<file path="src/rtl/q_frontend_pkg.sv">
// q_frontend_pkg: shared types and helpers for the Q-measurement front-end sequencer
package q_frontend_pkg;
    typedef enum logic [2:0] {IDLE, SETTLE, MEAS, WAIT, EVAL, DONE} state_t;
    localparam int BUS_WIDTH_DEF = 10;
    localparam int I_REF_MAX = 2**BUS_WIDTH_DEF - 1;
    function automatic int unsigned sat_add(input int unsigned a, input int unsigned b,
                                            input int unsigned max);
        return (a + b > max) ? max : a + b;
    endfunction
endpackage

</file>
<file path="src/rtl/cycle_timer.sv">
// cycle_timer: loadable down-counter; expired while the count rests at zero
module cycle_timer #(
    parameter int W = 8
) (
    input  logic         clk,
    input  logic         rst,
    input  logic         load,
    input  logic [W-1:0] load_val,
    output logic         expired
);
    logic [W-1:0] cnt;
    always_ff @(posedge clk) begin
        if (rst) cnt <= '0;
        else cnt <= load ? load_val : (cnt != '0 ? cnt - W'(1) : cnt);
    end
    assign expired = cnt == '0;
endmodule

</file>
<file path="src/rtl/q_sweep_sequencer.sv">
// q_sweep_sequencer: sweeps i_ref down, measures Q per step and publishes a backed-off limit.
// Q_SWEEP_AVERAGE_EN: average four measurements per step instead of one.
module q_sweep_sequencer
    import q_frontend_pkg::*;
#(
    parameter int BUS_WIDTH     = BUS_WIDTH_DEF,
    parameter int DELTA_Q_INSTB = 300,
    parameter int I_REF_STEP    = 50,
    parameter int BACKOFF_STEPS = 2,
    parameter int SETTLE_CYCLES = 16,
    parameter int MEAS_TIMEOUT  = 1023
) (
    input  logic                 clk,
    input  logic                 rst,
    input  logic                 start,
    input  logic                 meas_ready,
    input  logic [BUS_WIDTH-1:0] q_measured,
    output logic                 meas_start,
    output logic [BUS_WIDTH-1:0] i_ref,
    output logic [BUS_WIDTH-1:0] i_ref_limit,
    output logic                 busy,
    output logic                 done,
    output logic                 found,
    output logic                 timeout_err
);
    localparam int TW = $clog2(SETTLE_CYCLES + MEAS_TIMEOUT + 1);
    localparam logic [BUS_WIDTH-1:0] MAX  = '1;
    localparam logic [BUS_WIDTH-1:0] STEP = BUS_WIDTH'(I_REF_STEP);
    localparam logic [BUS_WIDTH-1:0] DQ   = BUS_WIDTH'(DELTA_Q_INSTB);
    localparam logic [TW-1:0] SETTLE_LOAD = TW'(SETTLE_CYCLES - 1);
    // timeout_err shows up exactly MEAS_TIMEOUT cycles after the meas_start cycle
    localparam logic [TW-1:0] WAIT_LOAD   = TW'(MEAS_TIMEOUT - 2);
    state_t state, state_n;
    logic [BUS_WIDTH-1:0] i_ref_n, limit_n, last_q, last_q_n, cur_q, cur_q_n, fin_limit, backoff;
    logic busy_n, done_n, found_n, tmo_n, first, first_n, fin, tmr_load, expired;
    logic [TW-1:0] tmr_val;
`ifdef Q_SWEEP_AVERAGE_EN
    logic [BUS_WIDTH+1:0] sum, sum_n, acc;
    logic [1:0] cnt, cnt_n;
`endif
    cycle_timer #(.W(TW)) u_timer (
        .clk(clk), .rst(rst), .load(tmr_load), .load_val(tmr_val), .expired(expired)
    );
    assign meas_start = state == MEAS;
    assign backoff = BUS_WIDTH'(sat_add(int'(i_ref), BACKOFF_STEPS * I_REF_STEP, 2**BUS_WIDTH - 1));
    always_ff @(posedge clk) begin
        if (rst) begin
            state <= IDLE;
            i_ref <= MAX;
            i_ref_limit <= MAX;
            busy <= 1'b0;
            done <= 1'b0;
            found <= 1'b0;
            timeout_err <= 1'b0;
            last_q <= '0;
            cur_q <= '0;
            first <= 1'b1;
`ifdef Q_SWEEP_AVERAGE_EN
            sum <= '0;
            cnt <= '0;
`endif
        end else begin
            state <= state_n;
            i_ref <= i_ref_n;
            i_ref_limit <= limit_n;
            busy <= busy_n;
            done <= done_n;
            found <= found_n;
            timeout_err <= tmo_n;
            last_q <= last_q_n;
            cur_q <= cur_q_n;
            first <= first_n;
`ifdef Q_SWEEP_AVERAGE_EN
            sum <= sum_n;
            cnt <= cnt_n;
`endif
        end
    end
    always_comb begin
        state_n = state;
        i_ref_n = i_ref;
        limit_n = i_ref_limit;
        busy_n = busy;
        done_n = done;
        found_n = found;
        tmo_n = timeout_err;
        last_q_n = last_q;
        cur_q_n = cur_q;
        first_n = first;
        tmr_load = 1'b0;
        tmr_val = SETTLE_LOAD;
        fin = 1'b0;
        fin_limit = MAX;
`ifdef Q_SWEEP_AVERAGE_EN
        acc = sum + {2'b00, q_measured};
        sum_n = sum;
        cnt_n = cnt;
`endif
        case (state)
            IDLE: if (start) begin
                state_n = SETTLE;
                i_ref_n = MAX;
                first_n = 1'b1;
                busy_n = 1'b1;
                done_n = 1'b0;
                found_n = 1'b0;
                tmo_n = 1'b0;
                tmr_load = 1'b1;
`ifdef Q_SWEEP_AVERAGE_EN
                sum_n = '0;
                cnt_n = '0;
`endif
            end
            SETTLE: state_n = expired ? MEAS : SETTLE;
            MEAS: begin
                state_n = WAIT;
                tmr_load = 1'b1;
                tmr_val = WAIT_LOAD;
            end
            WAIT: if (meas_ready) begin
`ifdef Q_SWEEP_AVERAGE_EN
                sum_n = cnt == 2'd3 ? '0 : acc;
                cnt_n = cnt + 2'd1;
                cur_q_n = acc[BUS_WIDTH+1:2];
                state_n = cnt == 2'd3 ? EVAL : MEAS;
`else
                cur_q_n = q_measured;
                state_n = EVAL;
`endif
            end else if (expired) begin
                fin = 1'b1;
                tmo_n = 1'b1;
            end
            EVAL: begin
                first_n = 1'b0;
                if (!first && cur_q > last_q && cur_q - last_q > DQ) begin
                    fin = 1'b1;
                    found_n = 1'b1;
                    fin_limit = backoff;
                end else begin
                    last_q_n = cur_q;
                    if (i_ref < STEP) fin = 1'b1;
                    else begin
                        i_ref_n = i_ref - STEP;
                        tmr_load = 1'b1;
                        state_n = SETTLE;
                    end
                end
            end
            DONE: state_n = IDLE;
            default: state_n = IDLE;
        endcase
        if (fin) begin
            state_n = DONE;
            busy_n = 1'b0;
            done_n = 1'b1;
            limit_n = fin_limit;
            i_ref_n = fin_limit;
        end
    end
endmodule

</file>
<file path="config.mk">
export PLATFORM = sky130hd
export DESIGN_NAME = q_sweep_sequencer
export DESIGN_NICKNAME = d
export VERILOG_FILES = /design/src/rtl/q_frontend_pkg.sv /design/src/rtl/cycle_timer.sv /design/src/rtl/q_sweep_sequencer.sv
export SDC_FILE = /design/constraint.sdc
export NUM_CORES = 1
export LEC_CHECK = 0
export BUFFER_PORTS_ARGS = -buffer_cell sky130_fd_sc_hd__clkbuf_2
export CORE_MARGIN = 2
export CORE_UTILIZATION = 50
export CTS_BUF_LIST = sky130_fd_sc_hd__clkbuf_4 sky130_fd_sc_hd__clkbuf_8 sky130_fd_sc_hd__clkbuf_16
export DETAILED_ROUTE_END_ITERATION = 10
export PLACE_DENSITY = 0.71
export SYNTH_ARGS = -nofsm -noshare
export SYNTH_HDL_FRONTEND = slang
export SYNTH_HIERARCHICAL = 1
export SYNTH_SLANG_ARGS = --single-unit
</file>
<file path="constraint.sdc">
create_clock -name clk -period 4.68 [get_ports clk]
set_input_delay 0.234 -clock clk [delete_from_list [all_inputs] [get_ports clk]]
set_output_delay 0.234 -clock clk [all_outputs]
set_load 0.01 [all_outputs]
</file>
==> results by stage <==
Timing:
- At the pin with the least slew margin, the transition time is 1.07 ns.
- Between clock sinks in the finished design, the worst skew comes to between 0.007 and 0.008 ns.
- The total of endpoints with negative setup slack in the final report is 0.
- The final max-slew violation count is 0.
- Across all hold checks on the routed design, the worst slack comes to approximately 0.11 ns.
- Setup repair after global routing left no endpoint under its margin.
- The final critical path time including I/O delays and setup is approximately 3.6 ns.
- The final hold violation count is 0.
- Static timing analysis puts the maximum clock frequency at between 200 and 300 MHz.
- The share of the clock period used by the worst path is 77.1%.
- In this run the tightest slew margin relative to its limit is between 20 and 30%.
- The setup total negative slack is 0 ns.

Drt:
- The total via count in the routed design is roughly 3,100.
- The via density per instance is around 5.7.
- The post-route antenna net violation count is 0.
- After detailed routing, the total wire length is around 7.7 mm.
- Dividing the detail-routed wire length by the instance count gives roughly 14 um.
- The number of DRC markers in iteration 0 is 188.
- In the routed design, unresolved DRC markers number 0.
- The first TritonRoute pass finished after 4 iterations.

Pwr:
- The sequential group share of total power is about two fifths.
- Internal power comes to around 1000 uW.
- Of the total power, the clock network draws around 30%.
- The share of total power consumed by net switching is 34.0%.
- The combinational group share of total power is slightly below 30%.
- The worst supply voltage drop on vdd is a little over 200 uV.
- The ratio of total power to cell area is ~400 nW/um^2.
- The reported net switching power is around 520 uW.
- The leakage power figure is between 0.0015 and 0.002 uW.

CTS:
- Clock tree synthesis found a total of a little under 60 sinks.
- The clock buffer count from CTS is 9.
- The CTS clock-pin slew for the worst setup and hold paths is about 0.07 ns.
- The count of cells resized by post-cts repair is 0.
- The total setup buffers inserted after CTS is 0.
- CTS built an H-tree with a depth of 3.
- The tree is rooted in a sky130_fd_sc_hd__clkbuf_8.
- The clock passes through at most 2 buffers.
- The later pin in the worst-skew pair is clocked with a latency of ~0.34 ns.
- TritonCTS built the clock tree.
- The hold buffer count at CTS is 0.

Synthesis:
- In this run, synthesis inferred 0 flip-flops with an integrated enable.
- The share of flip-flops with an asynchronous set or reset after synthesis is 0%.
- The average cell area after synthesis is 7.92 um^2.
- The most common flop cell mapped by yosys is sky130_fd_sc_hd__dfxtp_1.
- The netlist uses 58 different library cells.
- Synthesis inferred just under 60 register bits.
- The Yosys warning count is 6.
- The post-synthesis cell count is 428.
- The post-synthesis instance area is 3390 um^2.
- The sequential area share after synthesis is roughly a third.

Global route:
- The initial antenna violation count came to 0.
- The number of global-route vias before repair is 2,893.
- The total global-route track usage is around 22%.
- The first-pass GRT wire length is about 13 mm.
- For this run the aggregate overflow at the end of global routing stands at 0.
- The largest net degree at the start of global routing is 49.

Setup path:
- The delay of the slowest cell on the worst path is 0.53 ns.
- The worst register-to-register path begins at last_q[2].
- Grouping stages by cell kind, the critical path spends the most delay in compound AO/OA/AOI/OAI gates.
- At the worst endpoint, the arrival time is roughly 3.8 ns.
- Traced cell by cell, the critical path runs through inv_1 > ha_1 > nor2_1 > a211o_1 > a221o_1 > a311o_1 > o211a_1 > or3_4 > o211ai_1 > buf_4 > clkinv_1 > o311ai_0 > a21oi_1.
- The destination of the worst register-to-register timing path is u_timer/cnt[10].
- The number of cells on the critical path is 13.
- The slowest stage of the critical path is the sky130_fd_sc_hd__or3_4 cell.
- The required time at the endpoint of the critical path is 4.86 ns.
- The worst setup path is captured at a flop.
- The last element of the critical path is u_timer/cnt[10].
- Tracing the worst setup path back leads to its startpoint at last_q[2].
- Counting cells, the worst reg-to-reg path comes to 13.
- For flop-to-flop paths, the worst setup slack is approximately 1.1 ns.
- Counting both buffers and inverters, the worst setup path holds a total of 3.
- The setup path with the least slack is of type flop to flop.
- The startpoint type of the worst setup path is a flop.
- The highest fanout seen on the critical path is 22.

Placement:
- Including well taps, the total number of placed cells is about 530.
- After detailed placement, the total cell area comes to 3630 um^2.
- Input and output buffers added on the ports amount to 38.
- Routability-driven placement finished with a final weighted congestion of about 0.86.
- The post-detailed-placement half-perimeter wirelength is ~5.5 mm.

Min path:
- The hold-critical path depth is 3.
- The min-delay analysis places its worst path in the category input port to flop.

Cells and area:
- The post-synthesis to final-layout area growth is 12.8%.
- After the last flow step, the layout net total stands at approximately 490.
- The total of fill cells in the finished design is 660.
- Summing all non-filler instances in the final layout gives an area of around 3800 um^2.
- The fraction of final layout cells sized beyond drive strength 1 is between 10% and 20%.
- 0 antenna diodes ended up in the layout.
- The fraction of the core area covered by cells at the end of the flow is between 50% and 60%.
- The number of standard cells in the layout, taps in and fillers out is 546.

Floorplanning:
- Pin placement for this block handled 39 I/O pins.
- The starting density of the core is approximately 51%.
- After floorplanning, the core was sized to cover around 6700 um^2.
- The y dimension of the die is 86.3 um.
- From left edge to right edge, the die measures roughly 86 um.
- The die outline area is between 7000 and 8000 um^2.
- The row count is 30.

Status:
- The run finished with clean final reports.

Flow run:
- The tool flagged a number of max-cap violations equal to 0.
==> area by class of cell <==
class | count | area [um^2] | area share, %
flip-flops and latches | 59 | 1180 | 30.9
inverters | 29 | 109 | 2.85
repair buffers | 40 | 205 | 5.37
multi-input cells | 323 | 2030 | 53.1
well taps | 80 | 100 | 2.62
clock inverters | 4 | 51.3 | 1.34
clock buffers | 11 | 145 | 3.80
==> power by group through the flow <==
stage               logic (uW)  clock network, uW  registers [uW]
floorplan                  375                  0             609
global placement           436                  0             631
detailed placement         445                  0             634
CTS                        449                476             622
global route               509                497             635
finish                     448                468             624
==> per-layer routing <==
layer / wire length (um) / global-route usage [%]
met5: 0 / 0
met2: 3680 / 35.7
met4: 107 / 7.24
met1: 3570 / 27.8
met3: 372 / 6.19
==> cell usage in the layout, fill, tap and decap left out, types with 6 or more instances in the layout <==
master / instances
sky130_fd_sc_hd__o21ai_0: 12
sky130_fd_sc_hd__o211ai_1: 8
sky130_fd_sc_hd__a211oi_1: 6
sky130_fd_sc_hd__nand2b_1: 6
sky130_fd_sc_hd__nor3_1: 13
sky130_fd_sc_hd__mux2i_1: 14
sky130_fd_sc_hd__nand2_1: 52
sky130_fd_sc_hd__nand3_1: 8
sky130_fd_sc_hd__xnor2_1: 10
sky130_fd_sc_hd__clkbuf_8: 10
sky130_fd_sc_hd__inv_1: 26
sky130_fd_sc_hd__dfxtp_1: 59
sky130_fd_sc_hd__nor2_1: 44
sky130_fd_sc_hd__ha_1: 17
sky130_fd_sc_hd__o31ai_1: 6
sky130_fd_sc_hd__o22ai_1: 11
sky130_fd_sc_hd__xor2_1: 6
sky130_fd_sc_hd__clkbuf_2: 38
sky130_fd_sc_hd__a21oi_1: 37
==> synth_stat cells (all sizes together), types with 2 or more instances <==
cell	instances	area (um^2)
nand2b	6	37.5
or3	7	53.8
nand2	52	195
xnor2	10	87.6
clkbuf	15	56.3
o311ai	3	26.3
and2	3	18.8
nand4	4	25.0
ha	17	213
a22oi	3	22.5
clkinv	2	7.51
nor4	5	31.3
o21a	3	22.5
nand3b	3	22.5
conb	2	7.51
nor3	13	65.1
a21oi	37	185
a211oi	6	45.0
dfxtp	59	1180
buf	4	18.8
a311oi	2	17.5
a311o	2	20.0
nor2	44	165
nor3b	2	15.0
or4	4	30.0
o22ai	11	68.8
a221o	2	20.0
o21ai	12	60.1
xor2	6	52.6
a211o	2	17.5
mux2i	14	140
or2	4	25.0
a21o	2	15.0
o211ai	8	60.1
o31ai	7	57.6
nand3	8	40.0
inv	27	101
==> worst min path at each step <==
stage,from,to
floorplan,rst,u_timer/cnt[0]
global placement,busy,busy
detailed placement,busy,busy
CTS,q_measured[5],cur_q[5]
global route,q_measured[9],cur_q[9]
finish,q_measured[6],cur_q[6]
==> worst register-to-register path: cells and delay by family, from the launching register on <==
family | cells | cell delay, ns
adders and majority gates | 1 | 0.34
buffers and inverters | 3 | 0.47
AOI/OAI and AO/OA | 7 | 1.72
and+or+nand+nor | 2 | 0.61
DFF | 1 | 0.33
==> sequential cells by signal (all words and copies together) (netlist names) <==
name         cells
last_q          10
u_timer/cnt     11
first            1
i_ref           10
state            3
busy             1
i_ref_limit     10
timeout_err      1
done             1
found            1
cur_q           10
==> cells by family (layout without fill, tap and decap cells) <==
family / count (synthesis) / after routing / synth area share [%]
compound gates: 113 / 113 / 22.3
xor+xnor: 16 / 16 / 4.14
fa+ha+maj: 18 / 18 / 6.87
buf+inv: 48 / 84 / 5.43
flops: 59 / 59 / 34.9
mux: 14 / 14 / 4.14
other cells: 2 / 4 / 0.222
simple gates: 158 / 158 / 22.0
==> metrics by stage <==
step	setup slack [ns]	power [uW]
2_1_floorplan	1.27	984
3_3_place_gp	1.17	1070
3_5_place_dp	1.09	1080
4_1_cts	1.08	1550
5_1_grt	0.794	1640
6_report	1.07	1540
Power figures use the tool's default switching activity.
